File: src/rtl/zero_in_channel_pkg.sv
// Shared definitions for the Zero input channel.
//   MemoryElementWidth : default channel word width (matches runner memory elements)
//   zero_word_t        : one channel word at the default width
//   zero_count_width   : bits needed to hold an occupancy count of 0..n
//   zero_index_width   : bits needed to hold a ring index of 0..n-1 (at least 1)
package zero_in_channel_pkg;

  localparam int unsigned MemoryElementWidth = 12;

  typedef logic [MemoryElementWidth-1:0] zero_word_t;

  function automatic int unsigned zero_count_width(input int unsigned n);
    return $clog2(n + 1);
  endfunction

  function automatic int unsigned zero_index_width(input int unsigned n);
    return (n > 1) ? $clog2(n) : 1;
  endfunction

endpackage

File: src/rtl/zero_in_channel_ring_index.sv
// Ring index counter: steps 0, 1, ..., N-1, 0, ... on each cycle where advance is high.
// The wrap is an explicit compare, so N need not be a power of two.
// Ports:
//   clock   : clock, all updates on posedge
//   reset   : synchronous active-high, returns idx to 0
//   advance : step the index this cycle
//   idx     : current index (registered)
module zero_ring_index
  import zero_in_channel_pkg::*;
#(
  parameter int unsigned N = 3
) (
  input  logic                           clock,
  input  logic                           reset,
  input  logic                           advance,
  output logic [zero_index_width(N)-1:0] idx
);

  localparam int unsigned IW = zero_index_width(N);

  logic [IW-1:0] idx_q;

  always_ff @(posedge clock) begin
    if (reset) begin
      idx_q <= '0;
    end else if (advance) begin
      idx_q <= (idx_q == IW'(N - 1)) ? '0 : idx_q + 1'b1;
    end
  end

  assign idx = idx_q;

endmodule

File: src/rtl/zero_in_channel.sv
// Input channel for the Zero program runner. A loader pushes words into an NIn-deep FIFO; the
// core's `in` instruction pops the oldest word and `inSize` reads the remaining count.
// Optional feature macro: ZERO_IN_UNDERFLOW_EN adds a sticky underflow flag.
// Ports:
//   clock, reset : single clock, synchronous active-high reset
//   loadValid    : loader offers loadData this cycle
//   loadData     : word to append
//   loadReady    : channel can accept a word (not full)
//   inRequest    : pop one word
//   inData       : popped word, registered, holds its value on an empty pop
//   inValid      : one-cycle pulse after a successful pop
//   inSize       : words remaining (registered count)
//   empty        : inSize == 0
//   underflow    : sticky, set by a pop attempt while empty (ZERO_IN_UNDERFLOW_EN only)
module zero_in_channel #(
  parameter int unsigned MemoryElementWidth = zero_in_channel_pkg::MemoryElementWidth,
  parameter int unsigned NIn                = 3
) (
  input  logic                                               clock,
  input  logic                                               reset,
  input  logic                                               loadValid,
  input  logic [MemoryElementWidth-1:0]                      loadData,
  output logic                                               loadReady,
  input  logic                                               inRequest,
  output logic [MemoryElementWidth-1:0]                      inData,
  output logic                                               inValid,
  output logic [zero_in_channel_pkg::zero_count_width(NIn)-1:0] inSize,
  output logic                                               empty
`ifdef ZERO_IN_UNDERFLOW_EN
  ,
  output logic                                               underflow
`endif
);

  import zero_in_channel_pkg::*;

  localparam int unsigned CW = zero_count_width(NIn);
  localparam int unsigned IW = zero_index_width(NIn);

  logic [MemoryElementWidth-1:0] mem [NIn];
  logic [IW-1:0]                 rd_idx;
  logic [IW-1:0]                 wr_idx;
  logic [CW-1:0]                 count_q;
  logic [MemoryElementWidth-1:0] data_q;
  logic                          valid_q;
  logic                          push;
  logic                          pop;

  // Both handshakes look only at the registered count, so a full channel refuses a push even
  // when a pop frees a slot in the same cycle, and a push into an empty channel cannot be
  // popped until the next cycle.
  assign loadReady = (count_q != CW'(NIn));
  assign empty     = (count_q == '0);
  assign push      = loadValid && loadReady;
  assign pop       = inRequest && !empty;

  zero_ring_index #(
    .N (NIn)
  ) u_rd_ptr (
    .clock   (clock),
    .reset   (reset),
    .advance (pop),
    .idx     (rd_idx)
  );

  zero_ring_index #(
    .N (NIn)
  ) u_wr_ptr (
    .clock   (clock),
    .reset   (reset),
    .advance (push),
    .idx     (wr_idx)
  );

  // Storage is not reset; stale words are unreachable once the pointers and count clear.
  always_ff @(posedge clock) begin
    if (push) begin
      mem[wr_idx] <= loadData;
    end
  end

  always_ff @(posedge clock) begin
    if (reset) begin
      count_q <= '0;
      data_q  <= '0;
      valid_q <= 1'b0;
    end else begin
      valid_q <= pop;
      if (pop) begin
        data_q <= mem[rd_idx];
      end
      unique case ({push, pop})
        2'b10:   count_q <= count_q + 1'b1;
        2'b01:   count_q <= count_q - 1'b1;
        default: count_q <= count_q;
      endcase
    end
  end

`ifdef ZERO_IN_UNDERFLOW_EN
  logic underflow_q;

  always_ff @(posedge clock) begin
    if (reset) begin
      underflow_q <= 1'b0;
    end else if (inRequest && empty) begin
      underflow_q <= 1'b1;
    end
  end

  assign underflow = underflow_q;
`endif

  assign inData  = data_q;
  assign inValid = valid_q;
  assign inSize  = count_q;

endmodule

File: config.mk
export PLATFORM = sky130hd
export DESIGN_NAME = zero_in_channel
export DESIGN_NICKNAME = d
export VERILOG_FILES = /design/src/rtl/zero_in_channel_pkg.sv /design/src/rtl/zero_in_channel_ring_index.sv /design/src/rtl/zero_in_channel.sv
export SDC_FILE = /design/constraint.sdc
export NUM_CORES = 1
export LEC_CHECK = 0
export ABC_AREA = 1
export CORE_MARGIN = 2
export CORE_UTILIZATION = 57
export CTS_CLUSTER_SIZE = 10
export DETAILED_ROUTE_END_ITERATION = 8
export PLACE_DENSITY = 0.84
export SYNTH_ARGS = -nofsm -noshare
export SYNTH_HDL_FRONTEND = slang
export SYNTH_SLANG_ARGS = --single-unit
File: constraint.sdc
create_clock -name clock -period 3.1 [get_ports clock]
set_input_delay 0.62 -clock clock [delete_from_list [all_inputs] [get_ports clock]]
set_output_delay 0.62 -clock clock [all_outputs]
set_load 0.01 [all_outputs]
# Word-level counts from Yosys, hierarchy flattened
# Memory sizes are Yosys's and may differ from the RTL's. A register that Yosys moved wholly into a read port is not among the register bits.
# Index checks and enable logic that the tools add are counted.
totals:
  inputBits: 16
  wordCells: 24
  ramBits: 36
  memories: 1
  output_inout_bits: 17
  regBits: 7
classes:
  eq_ne: 5
  n_mux: 5
  reduce_logical: 5
  n_addsub: 4
memory_table:
  columns: ["name", "words", "word_bits", "rd", "rd_clocked_by_memory_dff", "wr", "line", "source"]
  rows:
  - ["mem", 3, 12, 1, 1, 1, "zero_in_channel.sv:40", "logic [MemoryElementWidth-1:0] mem [NIn];"]
ops:
  columns: ["op", "n"]
  rows:
  - ["adder 2 x 1 -> 2 bit, second input constant", 3]
  - ["equality test 2 bit, second input constant", 3]
  - ["2-to-1 mux 2 bit", 2]
  - ["one-hot mux 2 bit (2 select lines)", 1]
  - ["equality test 2 x 1 -> 1 bit, second input constant", 1]
  - ["logical AND 1 bit", 2]
  - ["logical NOT 2 bit", 1]
  - ["2-to-1 mux 1 bit", 2]
  - ["!= test 2 bit, second input constant", 1]
  - ["nonzero test 2 bit", 1]
  - ["subtractor 2 x 1 -> 2 bit, second input constant", 1]
  - ["logical NOT 1 bit", 1]

# Longest topological paths before layout
# Gate-level depths: netlist of the first run.
depth:
  word_depth: 5
  depth_mapped: 10
  mapped_depth_nobuf: 9

# Cells and area by module
# Synthesis of the first run repeated with hierarchy kept, for this count alone.
hier_totals:
  cells_unflattened: 272
  hier_area_um2: 2347.3
modules_own_cells:
  columns: ["mod", "cells_per_inst", "seq_area_each_um2", "area_each_um2", "instances"]
  rows:
  - ["zero_in_channel", 246, 1381.3, 2177.1, 1]
  - ["zero_ring_index", 13, 40.0, 85.1, 2]

# Worst setup path after synthesis of the first run
# Ideal clock, no wire load.
synth_path:
  path_type: "input to register"
  start: "input loadValid"
  end: "memory mem[2][0], enable pin"
  arrival_ps: 1597
  n_path_buf: 0
  slack_ps: 1107
  setup_time_ps: 396
  cell_stages: 2
  path_cell_list: "nand2_1 > nor3_1"
synth_via:
  elab_chain_cells: 3
synth_lines:
  columns: ["element", "line", "source"]
  rows:
  - ["from (decl)", "zero_in_channel.sv:21", "input logic loadValid,"]
  - ["logical AND 1 bit", "zero_in_channel.sv:54", "assign push = loadValid && loadReady;"]
  - ["2-to-1 mux 1 bit", "zero_in_channel.sv:77", "if (push) begin"]
  - ["2-to-1 mux 1 bit (not written as such)", "zero_in_channel.sv:78", "mem[wr_idx] <= loadData;"]
  - ["to (decl)", "zero_in_channel.sv:40", null]
# Every way passes these cells.

# Final worst setup path of the first run
layout_path:
  start: "register count_q[0], in the netlist inSize[0]"
  end: "output empty"
layout_via:
  elab_chain_cells: 1
layout_lines:
  columns: ["element", "line", "source"]
  rows:
  - ["from (decl)", "zero_in_channel.sv:43", "logic [CW-1:0] count_q;"]
  - ["from (signal assigned)", "zero_in_channel.sv:93", "2'b10: count_q <= count_q + 1'b1;"]
  - ["from (signal assigned)", "zero_in_channel.sv:94", "2'b01: count_q <= count_q - 1'b1;"]
  - ["from (signal assigned)", "zero_in_channel.sv:95", "default: count_q <= count_q;"]
  - ["logical NOT 2 bit", "zero_in_channel.sv:53", "assign empty = (count_q == '0);"]
  - ["to (decl)", "zero_in_channel.sv:28", "output logic empty"]
# Every way passes these cells.

==> results of run 1 <==
metal layers:
| layer | part of all wire | vias to the layer above | wire length [um] | global-route usage |
|---|---|---|---|---|
| met2 | 0.52 | 46 | 2000 | 0.332 |
| met3 | 0.056 | 6 | 217 | 0.0664 |
| li1 | - | 743 | - | - |
| met5 | 0 | - | 0 | 0 |
| met4 | 0.017 | 0 | 64 | 0.0911 |
| met1 | 0.41 | 659 | 1560 | 0.255 |
path summary, 6_finish.rpt:
| path | endpoint | depth (start not counted) | start |
|---|---|---|---|
| worst max-delay path | empty | 4 | inSize[0] |
| worst min-delay path | u_wr_ptr.idx[1] | 2 | u_wr_ptr.idx[1] |
| worst max register to register | inSize[1] | 9 | inSize[0] |
| worst min register to register | u_wr_ptr.idx[1] | 2 | u_wr_ptr.idx[1] |
sequential cells by signal, summed over array words and instances, names as in the netlist:
name and flops:
inData 12, u_wr_ptr.idx 2, inValid 1, mem 36
inSize 2, u_rd_ptr.idx 2
kinds of logic (layout without fill, tap and decap cells):
kind of cell | count (synthesis) | in the layout | synth area share
flip-flops | 55 | 55 | 0.670
AO/OA/AOI/OAI | 14 | 14 | 0.0361
adder cells (fa/ha/maj) | 1 | 1 | 0.00574
buffers and inverters | 19 | 53 | 0.0493
AND/OR/NAND/NOR | 115 | 115 | 0.239
critical path, cell delays in order (launching register included):
cell and delay, ns:
dfxtp_1 0.36, inv_2 0.13, nand2_8 0.09, inv_1 0.06, clkdlybuf4s50_1 0.52
cell usage in the layout (no fill, tap or decap):
cell type	count
ha_1	1
or2_2	1
o21ai_2	1
inv_1	8
o21ai_1	6
inv_2	3
edfxtp_1	36
nand3_1	14
nand2_1	72
buf_4	1
nand2_8	2
a21oi_1	4
a31oi_1	1
nand2_2	2
clkdlybuf4s50_1	32
clkbuf_8	5
o21ai_0	1
clkinvlp_4	2
inv_6	2
nand4_1	7
nor2_1	13
nor3_1	1
a21oi_2	1
nor2_2	2
dfxtp_1	19
nor2_4	1
layout make-up:
cell class / instances / area, sq um
clock buffers: 5 / 68.8
clock inverters: 3 / 23.8
fillers: 282 / 1060
inverters: 12 / 50.0
multi-input cells: 130 / 612
flip-flops and latches: 55 / 1460
well taps: 48 / 60.1
repair buffers: 33 / 328
power groups by stage:
stage	combinational (mW)	clock, mW	sequential, mW
CTS	0.355	0.402	0.904
detailed placement	0.354	0	0.920
floorplan	0.228	0	0.914
finish	0.353	0.401	0.903
global placement	0.344	0	0.917
global route	0.395	0.440	0.913
metrics by stage:
step	worst slack (ns)	instances
4_1_cts	0.994	286
3_3_place_gp	0.835	278
3_5_place_dp	0.792	278
6_report	1.01	286
5_1_grt	0.918	286
2_1_floorplan	1.11	204
==> results.sh, run 1 <==
export IMPL_outcome="completed"
export IMPL_ys_async_sr_fraction=0
export IMPL_synth_top_cell_area_share=0.496
export IMPL_cp_arrival_ns=1.47
export IMPL_maxCapViolCount=0
export IMPL_place_hpwl_um=2510
export IMPL_dr_pass1_iters=6
export IMPL_placedInstanceArea_sq_mm=0.00251
export IMPL_final_util=0.711
export IMPL_seqPwrFrac=0.545
export IMPL_path_clk_slew_ns=0.10
export IMPL_synth_top_flop_cell="edfxtp_1"
export IMPL_core_sq_mm=0.00366
export IMPL_drv_slew=0
export IMPL_clockBufferDepth=2
export IMPL_drive_gt1_frac=0.0966
export IMPL_ys_warn_count=0
export IMPL_rrSetupSlack_ns=1.54
export IMPL_gp_congestion=0.756
export IMPL_area_growth_syn_to_layout_pct=19.4
export IMPL_criticalPathCategory="flop to output pin"
export IMPL_yosysMostFrequentCell="nand2_1"
export IMPL_yosysTopAreaCell="edfxtp_1"
export IMPL_synth_seq_cells=55
export IMPL_fin_area_sq_mm=0.00260
export IMPL_antenna_found_initial=0
export IMPL_rsz0062_at_grt="false"
export IMPL_critPathLaunchType="flop"
export IMPL_p_clk_frac=0.242
export IMPL_track_usage=0.206
export IMPL_tritoncts="yes"
export IMPL_cts_root_buffer="clkbuf_8"
export IMPL_synth_edf_count=36
export IMPL_syn_num_nets=221
export IMPL_num_antenna_cells=0
export IMPL_cp_max_fo=8
export IMPL_die_area_sq_mm=0.00434
export IMPL_synth_common_cells="72 x nand2_1, 36 x edfxtp_1, 19 x dfxtp_1"
export IMPL_setup_violations=0
export IMPL_postCtsHoldBufs=0
export IMPL_drc=0
export IMPL_syn_instance_count=204
export IMPL_drtIter0Drc=95
export IMPL_initial_core_util=0.596
export IMPL_worst_skew_pair_late_latency_ns=0.31
export IMPL_slew_headroom=0.587
export IMPL_synthTopCellsByArea="edfxtp_1 50%, dfxtp_1 17%, nand2_1 12%"
export IMPL_hold_violations=0
export IMPL_p_sw_frac=0.298
export IMPL_cts_resized_gates=0
export IMPL_io_pins=33
export IMPL_period_minus_slack_ns=2.09
export IMPL_worstPathRequired_ns=2.48
export IMPL_powerDensity_mw_per_mm2=637
export IMPL_p_leak_nw=1.02
export IMPL_viasPerCell=5.08
export IMPL_wl_um=3850
export IMPL_whs_ns=0.487
export IMPL_cts_inserted_buffers=5
export IMPL_cts_sinks=55
export IMPL_overflow=0
export IMPL_p_total_mw=1.66
export IMPL_synth_area_sq_mm=0.00218
export IMPL_drtAntennaViolNets=0
export IMPL_grt_pass1_wl_um=6380
export IMPL_synth_distinct_cells=25
export IMPL_fin_crit_sh=0.674
export IMPL_rows=22
export IMPL_grt_pass1_vias=1372
export IMPL_tightest_slew_ns=0.619
export IMPL_vias=1454
export IMPL_timing_fmax_mhz=478
export IMPL_die_y_um=65.9
export IMPL_tns_ns=0
export IMPL_io_buffers=32
export IMPL_peakVddDrop_v=0.000448
export IMPL_worstHoldPathType="flop to flop"
export IMPL_finClkSkew_ns=0.00818
export IMPL_netSwitchingPower_uw=493
export IMPL_intPower_mw=1.16
export IMPL_ys_seq_area_frac=0.670
export IMPL_htreeDepth=2
export IMPL_grt_max_degree=19
export IMPL_wl_per_cell_um=13.4
export IMPL_combPwrFrac=0.213
export IMPL_end_kind="output pin"
export IMPL_nNetsFinal=254
export IMPL_postSynthAreaPerCell_sq_um=10.7
export IMPL_die_x_um=65.9
export IMPL_post_cts_buffers=0
Power figures use the tool's default switching activity.
==> run 2: changes to the inputs <==
--- a/config.mk
+++ b/config.mk
@@ -7,10 +7,10 @@
 export LEC_CHECK = 0
 export ABC_AREA = 1
 export CORE_MARGIN = 2
-export CORE_UTILIZATION = 57
+export CORE_UTILIZATION = 53
 export CTS_CLUSTER_SIZE = 10
 export DETAILED_ROUTE_END_ITERATION = 8
-export PLACE_DENSITY = 0.84
+export PLACE_DENSITY = 0.79
 export SYNTH_ARGS = -nofsm -noshare
 export SYNTH_HDL_FRONTEND = slang
 export SYNTH_SLANG_ARGS = --single-unit
==> constraint.sdc (replaced) <==
create_clock -name clock -period 2.2 [get_ports clock]
set_input_delay 0.44 -clock clock [delete_from_list [all_inputs] [get_ports clock]]
set_output_delay 0.44 -clock clock [all_outputs]
set_load 0.01 [all_outputs]
==> results.sh, run 2 (synthesis gave the netlist of run 1 again) <==
export IMPL_wl_per_cell_um=13.6
export IMPL_drtAntennaViolNets=0
export IMPL_tritoncts="yes"
export IMPL_final_cells=295
export IMPL_multi_input_area_sq_um=612
export IMPL_seq_area_sq_mm=0.00146
export IMPL_dp_cells=287
export IMPL_dr_wl_met2_um=2100
export IMPL_num_antenna_cells=0
export IMPL_cts_sinks=55
export IMPL_timing_fmax_mhz=514
export IMPL_drive_gt1_frac=0.122
export IMPL_core_sq_mm=0.00397
export IMPL_powerDensity_mw_per_mm2=949
export IMPL_io_buffers=32
export IMPL_rsz0062_at_grt="false"
export IMPL_drtIter0Drc=83
export IMPL_area_growth_syn_to_layout_pct=23.9
export IMPL_drt_met1_wl_um=1720
export IMPL_whs_ns=0.470
export IMPL_worstHoldPathType="flop to flop"
export IMPL_place_hpwl_um=2680
export IMPL_maxCapViolCount=0
export IMPL_cts_resized_gates=0
export IMPL_p_leak_nw=1.08
export IMPL_min_path_cells=2
export IMPL_wl_met3_um=137
export IMPL_dr_pass1_iters=5
export IMPL_tns_ns=0
export IMPL_gp_congestion=0.742
export IMPL_routed_top_layer="met4"
export IMPL_critPathLaunchType="flop"
export IMPL_rrSetupSlack_ns=0.63
export IMPL_largest_reg_flops=36
export IMPL_worstPathRequired_ns=1.76
export IMPL_drc=0
export IMPL_final_common_cell="nand2_1"
export IMPL_grt_max_degree=18
export IMPL_postCtsHoldBufs=0
export IMPL_die_x_um=68.1
export IMPL_rows=23
export IMPL_die_area_sq_mm=0.00464
export IMPL_initial_core_util=0.549
export IMPL_period_minus_slack_ns=1.95
export IMPL_cts_inserted_buffers=5
export IMPL_outcome="completed"
export IMPL_wl_um=4010
export IMPL_end_kind="output pin"
export IMPL_path_clk_slew_ns=0.09
export IMPL_vias=1499
export IMPL_final_cell_mix="72 x nand2_1, 36 x edfxtp_1, 32 x clkdlybuf4s50_1"
export IMPL_nNetsFinal=261
export IMPL_hold_violations=0
export IMPL_slew_headroom=0.577
export IMPL_antenna_found_initial=0
export IMPL_drv_slew=0
export IMPL_clockBufferDepth=2
export IMPL_cp_max_fo=8
export IMPL_tightest_slew_ns=0.633
export IMPL_criticalPathCategory="flop to output pin"
export IMPL_grt_pass1_wl_um=6500
export IMPL_finClkSkew_ns=0.00527
export IMPL_hp_start="u_wr_ptr.idx[1]"
export IMPL_worst_skew_pair_late_latency_ns=0.31
export IMPL_r2r_start="inSize[0]"
export IMPL_overflow=0
export IMPL_fin_crit_sh=0.885
export IMPL_grt_pass1_vias=1420
export IMPL_track_usage=0.198
export IMPL_io_pins=33
export IMPL_cts_root_buffer="clkbuf_8"
export IMPL_num_fill_cells=295
export IMPL_peakVddDrop_v=0.000521
export IMPL_reg2reg_depth=9
export IMPL_die_y_um=68.1
export IMPL_min_to="u_wr_ptr.idx[1]"
export IMPL_post_cts_buffers=0
export IMPL_cp_arrival_ns=1.51
export IMPL_setup_violations=0
export IMPL_viasPerCell=5.08
export IMPL_top_register="mem"
export IMPL_r2r_end="inSize[1]"
export IMPL_htreeDepth=2
==> run 2: how the worst max path moves through the flow <==
stage / from / end / slack (ns)
2_1_floorplan: inSize[0] / mem[2][0] / 0.30
3_3_place_gp: inRequest / inSize[1] / 0.25
3_5_place_dp: inRequest / inSize[1] / 0.20
4_1_cts: inSize[0] / empty / 0.23
5_1_grt: inSize[0] / empty / 0.19
6_report: inSize[0] / empty / 0.25
==> run 2: critical path, cell delays in order (launching register included) <==
cell             delay (ns)
dfxtp_1                0.36
inv_2                  0.13
nand2_8                0.09
inv_1                  0.07
clkdlybuf4s50_1        0.54
==> run 2: layout make-up <==
cell class | count | area share
Inverter | 12 | 0.0185
Multi-Input combinational cell | 130 | 0.226
Clock inverter | 3 | 0.0250
Sequential cell | 55 | 0.541
Timing Repair Buffer | 40 | 0.141
Clock buffer | 5 | 0.0255
Tap cell | 50 | 0.0231
==> run 2: report_power, final <==
group	switching (mW)	internal (mW)	leakage [nW]
Combinational	0.307	0.230	0.527
Clock	0.317	0.453	0.0644
Sequential	0.0595	1.20	0.488
Total	0.683	1.88	1.08
==> run 2: metrics by stage <==
| step | utilization | power, mW | setup WS (ns) | area, sq um |
|---|---|---|---|---|
| global placement | 0.646 | 1.80 | 0.247 | 2570 |
| global route | 0.681 | 2.69 | 0.192 | 2700 |
| floorplan | - | 1.61 | 0.303 | 2180 |
| CTS | 0.681 | 2.58 | 0.233 | 2700 |
| finish | 0.681 | 2.56 | 0.254 | 2700 |
| detailed placement | 0.646 | 1.82 | 0.199 | 2570 |
==> run 2: routing by layer <==
layer,vias up,GRT usage
li1,764,-
met1,697,0.236
met2,31,0.348
met3,7,0.0362
met4,0,0.0850
met5,-,0
==> run 3: changes to the inputs <==
--- a/config.mk
+++ b/config.mk
@@ -7,10 +7,10 @@
 export LEC_CHECK = 0
 export ABC_AREA = 1
 export CORE_MARGIN = 2
-export CORE_UTILIZATION = 53
+export CORE_UTILIZATION = 57
 export CTS_CLUSTER_SIZE = 10
 export DETAILED_ROUTE_END_ITERATION = 8
-export PLACE_DENSITY = 0.79
+export PLACE_DENSITY = 0.83
 export SYNTH_ARGS = -nofsm -noshare
 export SYNTH_HDL_FRONTEND = slang
 export SYNTH_SLANG_ARGS = --single-unit
==> constraint.sdc (replaced) <==
create_clock -name clock -period 2.29 [get_ports clock]
set_input_delay 0.458 -clock clock [delete_from_list [all_inputs] [get_ports clock]]
set_output_delay 0.458 -clock clock [all_outputs]
set_load 0.01 [all_outputs]
==> results.sh, run 3 (synthesis gave the netlist of run 1 again) <==
export IMPL_routed_top_layer="met4"
export IMPL_p_leak_nw=1.04
export IMPL_final_cell_mix="72 x nand2_1, 36 x edfxtp_1, 32 x clkdlybuf4s50_1"
export IMPL_antenna_found_initial=0
export IMPL_drtAntennaViolNets=0
export IMPL_cp_max_fo=8
export IMPL_critPathLaunchType="flop"
export IMPL_tns_ns=0
export IMPL_placedInstanceArea_sq_mm=0.00252
export IMPL_wl_um=3740
export IMPL_track_usage=0.190
export IMPL_critical_path_max_stage_delay_ns=0.52
export IMPL_rows=22
export IMPL_cp_arrival_ns=1.47
export IMPL_die_y_um=65.9
export IMPL_core_sq_mm=0.00366
export IMPL_outcome="completed"
export IMPL_worstHoldPathType="flop to flop"
export IMPL_criticalPathCategory="flop to output pin"
export IMPL_fin_crit_sh=0.843
export IMPL_drv_slew=0
export IMPL_p_total_mw=2.33
export IMPL_setup_violations=0
export IMPL_overflow=0
export IMPL_grt_max_degree=18
export IMPL_drc=0
export IMPL_drt_met1_wl_um=1600
export IMPL_dr_pass1_iters=4
export IMPL_slew_headroom=0.565
export IMPL_end_kind="output pin"
export IMPL_drtIter0Drc=43
export IMPL_timing_fmax_mhz=518
export IMPL_final_cells=287
export IMPL_viasPerCell=5.12
export IMPL_cts_inserted_buffers=5
export IMPL_drive_gt1_frac=0.100
export IMPL_path_clk_slew_ns=0.10
export IMPL_rsz0062_at_grt="false"
export IMPL_period_minus_slack_ns=1.93
export IMPL_cts_root_buffer="clkbuf_8"
export IMPL_critical_path_slowest_cell="clkdlybuf4s50_1"
export IMPL_hold_violations=0
export IMPL_crit_path_cell_trace="inv_2 -> nand2_8 -> inv_1 -> clkdlybuf4s50_1"
export IMPL_dp_cells=279
export IMPL_final_util=0.719
export IMPL_worstPathRequired_ns=1.83
export IMPL_htreeDepth=2
export IMPL_cts_sinks=55
export IMPL_post_cts_buffers=0
export IMPL_powerDensity_mw_per_mm2=887
export IMPL_wl_met3_um=185
export IMPL_finClkSkew_ns=0.00706
export IMPL_die_x_um=65.9
export IMPL_maxCapViolCount=0
export IMPL_fin_area_sq_mm=0.00263
export IMPL_gp_congestion=0.834
export IMPL_dr_wl_met2_um=1880
export IMPL_grt_pass1_wl_um=5820
export IMPL_peakVddDrop_v=0.000708
export IMPL_tritoncts="yes"
export IMPL_cts_resized_gates=0
export IMPL_vias=1469
export IMPL_nNetsFinal=255
export IMPL_io_buffers=32
export IMPL_worst_skew_pair_late_latency_ns=0.31
export IMPL_wl_per_cell_um=13.0
export IMPL_final_common_cell="nand2_1"
export IMPL_die_area_sq_mm=0.00434
export IMPL_top_register="mem"
export IMPL_area_growth_syn_to_layout_pct=20.7
export IMPL_largest_reg_flops=36
export IMPL_initial_core_util=0.596
export IMPL_place_hpwl_um=2520
export IMPL_grt_pass1_vias=1284
export IMPL_postCtsHoldBufs=0
export IMPL_tightest_slew_ns=0.652
export IMPL_clockBufferDepth=2
export IMPL_num_antenna_cells=0
export IMPL_io_pins=33
==> run 3: changes by cell type in the layout (fill, tap and decap cells not counted), sizes merged <==
cell and change:
clkinvlp -1, bufinv -1, clkinv +2, buf -6
==> run 3: where the power goes <==
part	internal [mW]	switching, mW
Clock	0.326	0.303
Combinational	0.209	0.273
Sequential	1.15	0.0707
==> run 3: layout make-up <==
| class | instances | area [sq um] |
|---|---|---|
| Timing Repair Buffer | 34 | 335 |
| Clock inverter | 3 | 43.8 |
| Inverter | 12 | 50.0 |
| Tap cell | 48 | 60.1 |
| Sequential cell | 55 | 1460 |
| Multi-Input combinational cell | 130 | 612 |
| Fill cell | 264 | 1030 |
| Clock buffer | 5 | 68.8 |
==> run 3: through the flow <==
step / hold WS [ns] / setup slack (ns)
5_1_grt: 0.512 / 0.284
2_1_floorplan: 0.439 / 0.393
6_report: 0.475 / 0.359
3_5_place_dp: 0.461 / 0.145
4_1_cts: 0.475 / 0.347
3_3_place_gp: 0.459 / 0.209
==> run 3: final timing paths <==
check,from,end,slack [ns],cells after the start
setup / recovery,inSize[0],empty,0.36,4
hold / removal,u_wr_ptr.idx[1],u_wr_ptr.idx[1],0.47,2
setup reg to reg,inSize[0],inSize[1],0.72,8
hold reg to reg,u_wr_ptr.idx[1],u_wr_ptr.idx[1],0.47,2
==> run 3: layer usage <==
metal	global-route usage	vias to the layer above
li1	-	749
met3	0.0460	11
met2	0.319	42
met5	0	-
met4	0.0807	0
met1	0.233	667
==> run 3: worst max-delay path: cells and delay by family, from the launching register on <==
family | cells | cell delay (ns)
buffers and inverters | 3 | 0.71
DFF | 1 | 0.36
and+or+nand+nor | 1 | 0.09
==> variant: new RTL, flow settings as in run 3 <==
The package constant `MemoryElementWidth` goes from 12 to 24.
--- a/src/rtl/zero_in_channel_pkg.sv
+++ b/src/rtl/zero_in_channel_pkg.sv
@@ -7,3 +7,3 @@
 
-  localparam int unsigned MemoryElementWidth = 12;
+  localparam int unsigned MemoryElementWidth = 24;
 
Ports: changed (resized inData and loadData); port bits go from 33 to 57. No check against the original RTL was run, so the function may have changed too.
==> variant against run 3 <==
Wire length rose by 110%; area after synthesis increased by 82%; die area rose by 76%; design area increased by 82%; power grew 75%; setup slack worse by 0.094 ns; synthesized cell count is 78% higher; sequential cell count rose by 48; critical path type unchanged.
==> variant: results (changes against run 3) <==
placed cell areas 4620 um2 (was 2520 um2); largest net degree at the start of global routing 31 (was 18); Relative slew margins 0.461 (was 0.565); Area contributors post-synth edfxtp_1 54%, dfxtp_1 16%, nand2_1 13%, nand3_1 3.3%, nor2_1 2.8% (was edfxtp_1 50%, dfxtp_1 17%, nand2_1 12%, nand3_1 3.2%, nor2_1 2.2%); Placer Congestion 0.824 (was 0.834); maximum buffer depth of the clock tree 2 (unchanged); max reg flops 72 (was 36); Slowest-stage cell, CP clkdlybuf4s50_1 (unchanged); Unique masters post-synth 24 (was 25); most common library cells after synthesis 134 x nand2_1, 72 x edfxtp_1, 31 x dfxtp_1, 30 x nor2_1, 26 x nand3_1 (was 72 x nand2_1, 36 x edfxtp_1, 19 x dfxtp_1, 14 x nand3_1, 13 x nor2_1); number of synthesized flops with an enable pin 72 (was 36); vias per cell 5.41 (was 5.12); drt first pass iters 4 (unchanged); filler instances 449 (was 264); Crit Path Max Fanout 12 (was 8); hold crit path type reg2reg (unchanged); grt ovf 0 (unchanged); initial antenna violation count 0 (unchanged); status completed (unchanged); Clock Pin Slew Worst Setup and Hold Paths 0.09 ns; Clock Skews 0.00649 ns (was 0.00706 ns); root buffer cell clkbuf_8 (unchanged); initial drt markers 213 (was 43); Buffers on Ports 56 (was 32); CTS Buf Count 9 (was 5); fraction of layout cells with a size suffix above 1 0.0773 (was 0.100); yosys warns 0 (unchanged); Maximum Capacitance Violations 0 (unchanged); max incr delay on CP 0.47 ns (was 0.52 ns); Worst EP arrival 1.57 ns (was 1.47 ns); Final #Nets 451 (was 255); number of antenna diodes 0 (unchanged); Clock Latency Late Sink 0.36 ns (was 0.31 ns); Async SR Flop Fraction 0 (unchanged); DP Wirelength 4.78 mm (was 2.52 mm); P_leak 1.88 nW (was 1.04 nW); GRT Util Overall 0.213 (was 0.190); sequential fraction of the synthesis area 0.700 (was 0.670); Setup Buffers After CTS 0 (unchanged); Worst VDD drop 0.414 mV (was 0.708 mV); Biggest register mem (unchanged); first-pass GRT wire length 12.1 mm (was 5.82 mm); post-cts sizing count 0 (unchanged); number of H-tree levels 3 (was 2); wire per inst 15.2 um (was 13.0 um); syn_nets 393 (was 221); vias in the first global route 2665 (was 1284)
==> variant: cell types whose count changed after synthesis, sizes merged, moves of 4 or more <==
cell | before | now
buf | 7 | 18
dfxtp | 19 | 31
edfxtp | 36 | 72
nand2 | 76 | 136
nand3 | 14 | 26
nand4 | 7 | 11
nor2 | 16 | 32
o21ai | 8 | 16
==> variant: cell families (layout without fill, tap and decap cells) <==
family	count (synthesis)	after routing	synth area share
AND/OR/NAND/NOR	207	207	0.220
flip-flops	103	103	0.700
buffers and inverters	31	94	0.0472
AO/OA/AOI/OAI	22	22	0.0290
adder cells (fa/ha/maj)	1	1	0.00315
==> variant: path summary, 6_finish.rpt <==
check / start / endpoint / slack, ns / depth (start not counted)
worst max-delay path: inSize[1] / empty / 0.26 / 4
worst min-delay path: u_wr_ptr.idx[1] / u_wr_ptr.idx[1] / 0.47 / 2
worst max register to register: inSize[1] / inData[11] / 0.61 / 7
worst min register to register: u_wr_ptr.idx[1] / u_wr_ptr.idx[1] / 0.47 / 2
==> variant: layer usage <==
metal,track usage,up-vias,routed length [um]
li1,-,1341,-
met1,0.249,1281,3080
met2,0.364,98,3980
met3,0.0445,21,444
met4,0.120,0,199
met5,0,-,0
==> variant: power by group <==
part           switching, mW  leakage (nW)  internal, mW
combinational          0.500         0.881         0.363
clock                  0.580        0.0777         0.384
sequential             0.101         0.919          2.16
total                   1.18          1.88          2.91
==> variant: cell type report <==
type / instances / area [um2] / share of cell area
Sequential cell: 103 / 2780 / 0.582
Multi-Input combinational cell: 230 / 1010 / 0.212
Timing Repair Buffer: 66 / 673 / 0.141
Clock buffer: 9 / 124 / 0.0259
Tap cell: 80 / 100 / 0.0209
Inverter: 12 / 47.5 / 0.00995
Clock inverter: 7 / 40.0 / 0.00837
==> variant: critical path: cells and delay by family, from the launching register on <==
kind,cells,cell delay [ns]
buffers and inverters,3,0.62
DFF,1,0.42
and+or+nand+nor,1,0.17
==> variant: through the flow <==
step / util / cells / setup slack [ns]
CTS: 0.708 / 507 / 0.257
floorplan: - / 364 / 0.267
finish: 0.708 / 507 / 0.265
global route: 0.708 / 507 / 0.198
global placement: 0.683 / 491 / 0.374
detailed placement: 0.683 / 491 / 0.290
